===== config.mk =====
export PLATFORM = sky130hd
export DESIGN_NAME = rcc_rdy_irq_ctrl
export DESIGN_NICKNAME = d
export VERILOG_FILES = /design/src/rtl/rcc_rdy_irq_ctrl.sv
export SDC_FILE = /design/constraint.sdc
export NUM_CORES = 1
export LEC_CHECK = 0
export CORE_MARGIN = 10
export CORE_UTILIZATION = 42
export CTS_BUF_LIST = sky130_fd_sc_hd__clkbuf_4
export DETAILED_ROUTE_END_ITERATION = 10
export PLACE_DENSITY = 0.95
export SLEW_MARGIN = 20
export SYNTH_ARGS = -nofsm -noshare
export SYNTH_HDL_FRONTEND = slang
export SYNTH_SLANG_ARGS = --single-unit

===== constraint.sdc =====
create_clock -name rcc_rcc_hclk -period 2.8 [get_ports rcc_rcc_hclk]
set_input_delay 0.84 -clock rcc_rcc_hclk [delete_from_list [all_inputs] [get_ports rcc_rcc_hclk]]
set_output_delay 0.84 -clock rcc_rcc_hclk [all_outputs]
set_load 0.1 [all_outputs]

===== src/rtl/rcc_rdy_irq_ctrl.sv =====
// RCC ready/CSS interrupt controller: edge-detects synchronized ready and
// CSS-fail levels into sticky W1C flags that drive the RCC IRQ and HSE CSS NMI.
module rcc_rdy_irq_ctrl (
    input  logic        rcc_rcc_hclk,
    input  logic        rcc_rcc_sync_rst_n,
    input  logic        sync_lsi_rdy,
    input  logic        sync_lse_rdy,
    input  logic        sync_hsi_rdy,
    input  logic        sync_hse_rdy,
    input  logic        sync_csi_rdy,
    input  logic        sync_hsi48_rdy,
    input  logic        sync_pll1_rdy,
    input  logic        sync_pll2_rdy,
    input  logic        sync_pll3_rdy,
    input  logic        sync_lsecss_fail,
    input  logic        sync_hsecss_fail,
    input  logic [9:0]  cier,
    input  logic [10:0] cicr_clr,
    output logic [10:0] cifr,
    output logic [10:0] rdy_edge,
    output logic        rcc_it,
    output logic        rcc_hsecss_nmi
);

    logic [10:0] sync_vec;
    logic [10:0] event_w;
    logic [10:0] en_mask;
    logic [10:0] set_w;

    logic [10:0] prev_q, prev_d;
    logic [10:0] cifr_q, cifr_d;
    logic [10:0] edge_q, edge_d;

    assign sync_vec = {
        sync_hsecss_fail,
        sync_lsecss_fail,
        sync_pll3_rdy,
        sync_pll2_rdy,
        sync_pll1_rdy,
        sync_hsi48_rdy,
        sync_csi_rdy,
        sync_hse_rdy,
        sync_hsi_rdy,
        sync_lse_rdy,
        sync_lsi_rdy
    };

    // HSECSS is non-maskable, so its enable is tied high
    assign event_w = sync_vec & ~prev_q;
    assign en_mask = {1'b1, cier};
    assign set_w   = event_w & en_mask;

    always_comb begin
        prev_d = sync_vec;
        edge_d = event_w;
        cifr_d = set_w | (cifr_q & ~cicr_clr);
    end

    always_ff @(posedge rcc_rcc_hclk or negedge rcc_rcc_sync_rst_n) begin
        if (!rcc_rcc_sync_rst_n) begin
            prev_q <= '0;
            cifr_q <= '0;
            edge_q <= '0;
        end else begin
            prev_q <= prev_d;
            cifr_q <= cifr_d;
            edge_q <= edge_d;
        end
    end

    assign cifr           = cifr_q;
    assign rdy_edge       = edge_q;
    assign rcc_it         = |cifr_q[9:0];
    assign rcc_hsecss_nmi = cifr_q[10];

endmodule


==> impl_metrics.env <==
export IMPL_outcome="complete, no violations"
export IMPL_cp_end_kind="primary output"
export IMPL_core_area_um2=2450
export IMPL_syn_area_per_cell_um2=15.0
export IMPL_synth_nets=105
export IMPL_rrSetupSlack_ps=2050
export IMPL_cts_tree="done"
export IMPL_fp_dieArea_um2=4940
export IMPL_crit_fanout=3
export IMPL_clock_latency_ps=320
export IMPL_syn_area_um2=1060
export IMPL_cap_violations=0
export IMPL_grt_pass1_wl_um=4280
export IMPL_fin_ws_ps=537
export IMPL_arrival_ps=1420
export IMPL_startpoint_type="flop"
export IMPL_drt_initial_drc_count=12
export IMPL_drive_above_1_share_pct=24.3
export IMPL_critical_path_class="flop to primary output"
export IMPL_cp_data_required_time_ps=1960
export IMPL_finalSetupViolations=0
export IMPL_io_buffers=57
export IMPL_row_count=18
export IMPL_cts_sinks=33
export IMPL_n_antenna_cell=0
export IMPL_reg2reg_from="cifr[5]"
export IMPL_grt_pass1_vias=904
export IMPL_routedWlPerCell_um=15.6
export IMPL_hold_path_class="flop to flop"
export IMPL_nNetsFinal=169
export IMPL_area_delta_synth_final_pct=56.2
export IMPL_cp_startpoint="cifr[5]"
export IMPL_setup_tns_ps=0
export IMPL_final_cell_mix="33 x dfrtp_1, 33 x clkdlybuf4s50_1, 25 x buf_4"
export IMPL_synth_cell_types=11
export IMPL_finalWirelength_um=2590
export IMPL_ioPinCount=58
export IMPL_cts_root_buf="clkbuf_4"
export IMPL_rsz0062_at_grt="false"
export IMPL_vias=775
export IMPL_cts_resized_gates=0
export IMPL_start_util_pct=43.3
export IMPL_place_hpwl_um=2100
export IMPL_die_x_um=70.3
export IMPL_grtUsageTotal_pct=11.1
export IMPL_cellPowerDensity_nw_per_um2=636
export IMPL_ys_ff_latch=33
export IMPL_yosysWarnings=0
export IMPL_crit_buf_inv=1
export IMPL_syn_inst=71
export IMPL_worstHoldStart="prev_q[0]"
export IMPL_ir_drop_uv=542
export IMPL_hold_violations=0
export IMPL_clk_path_buf_depth=2
export IMPL_grt_overflow=0
export IMPL_grt_max_degree=34
export IMPL_path_cells="nor4_1 -> nand3_1 -> buf_4"
export IMPL_dr_pass1_iters=3
export IMPL_cts_made_buffers=5
export IMPL_place_ws_ps=864
export IMPL_ant_nets=0
export IMPL_htree_levels=2
export IMPL_worst_pin_slew_ps=395
export IMPL_path_clk_slew_ps=90
export IMPL_min_period_over_period_pct=80.8
export IMPL_die_y_um=70.3
export IMPL_slew_violations=0
export IMPL_slowest_delay_ps=410
export IMPL_synth_seq_area_share_pct=77.6
export IMPL_slew_headroom_pct=73.7
export IMPL_leakage_uw=0.000833
export IMPL_hold_buffers=0
export IMPL_antenna_found_initial=0
export IMPL_gp_routability_congestion=0.755
export IMPL_avgViaCountPerCell=4.67
export IMPL_post_route_min_period_ps=2260
export IMPL_crit_family="simple AND/OR/NAND/NOR gates"
export IMPL_crit_slowest_cell="dfrtp_1"
export IMPL_post_cts_buffers=0
export IMPL_drc=0
export IMPL_clock_skew_ps=0.879
export IMPL_n_fill_cell=172
export IMPL_max_freq_mhz=442
==> sequential cells by signal, indices dropped and copies added, names as in the netlist <==
register	flops
cifr	11
prev_q	11
rdy_edge	11
==> per-layer routing <==
layer / GRT usage, % / part of all wire, % / wire length, um
met4: 5.92 / 1.6 / 42
met2: 15.8 / 45 / 1160
met1: 10.5 / 36 / 942
met3: 10.2 / 17 / 444
met5: 0 / 0 / 0
==> through the flow <==
stage	utilization (%)	hold WS, ps	cells	cell area [um2]	power [uW]
2_1_floorplan	-	388	71	1060	725
3_3_place_gp	65.6	397	158	1610	828
3_5_place_dp	65.6	397	158	1610	832
4_1_cts	67.7	410	166	1660	1070
5_1_grt	67.7	421	166	1660	1100
6_report	67.7	407	166	1660	1060
==> synthesized netlist by cell type <==
| library cell | number | area (um2) |
|---|---|---|
| nand3_1 | 1 | 5.00 |
| a21o_1 | 1 | 7.51 |
| buf_4 | 1 | 7.51 |
| a22o_2 | 1 | 10.0 |
| inv_1 | 11 | 41.3 |
| nor2b_1 | 10 | 62.6 |
| dfrtp_1 | 33 | 826 |
| a22o_1 | 9 | 78.8 |
| nor4_1 | 2 | 12.5 |
| nor2_1 | 1 | 3.75 |
| nor2b_2 | 1 | 8.76 |
==> final cells by class <==
| cell class | instances | area, um2 | share of cell area, % |
|---|---|---|---|
| Clock buffer | 5 | 37.5 | 2.26 |
| Clock inverter | 3 | 12.5 | 0.753 |
| Inverter | 11 | 41.3 | 2.48 |
| Multi-Input combinational cell | 26 | 189 | 11.4 |
| Sequential cell | 33 | 826 | 49.7 |
| Tap cell | 30 | 37.5 | 2.26 |
| Timing Repair Buffer | 58 | 518 | 31.2 |
==> path summary, 6_finish.rpt <==
path | to | depth (start not counted)
worst max-delay path | rcc_it | 3
worst min-delay path | rdy_edge[0] | 1
worst max register to register | cifr[5] | 1
worst min register to register | rdy_edge[0] | 1
max in group asynchronous | cifr[1] | 2
min in group asynchronous | prev_q[8] | 2
==> where the power goes <==
part	leakage, uW	switching (uW)	total [uW]	internal [uW]
combinational	0.000390	213	300	86.7
sequential	0.000412	14.9	519	505
clock	0.0000300	147	238	90.6
==> kinds of logic after synthesis <==
kind of cell | count (synthesis) | synth area share [%]
AO/OA/AOI/OAI | 11 | 9.06
buffers and inverters | 12 | 4.59
flip-flops | 33 | 77.6
AND/OR/NAND/NOR | 15 | 8.71
Note: power is estimated with default switching activity, not from simulation.
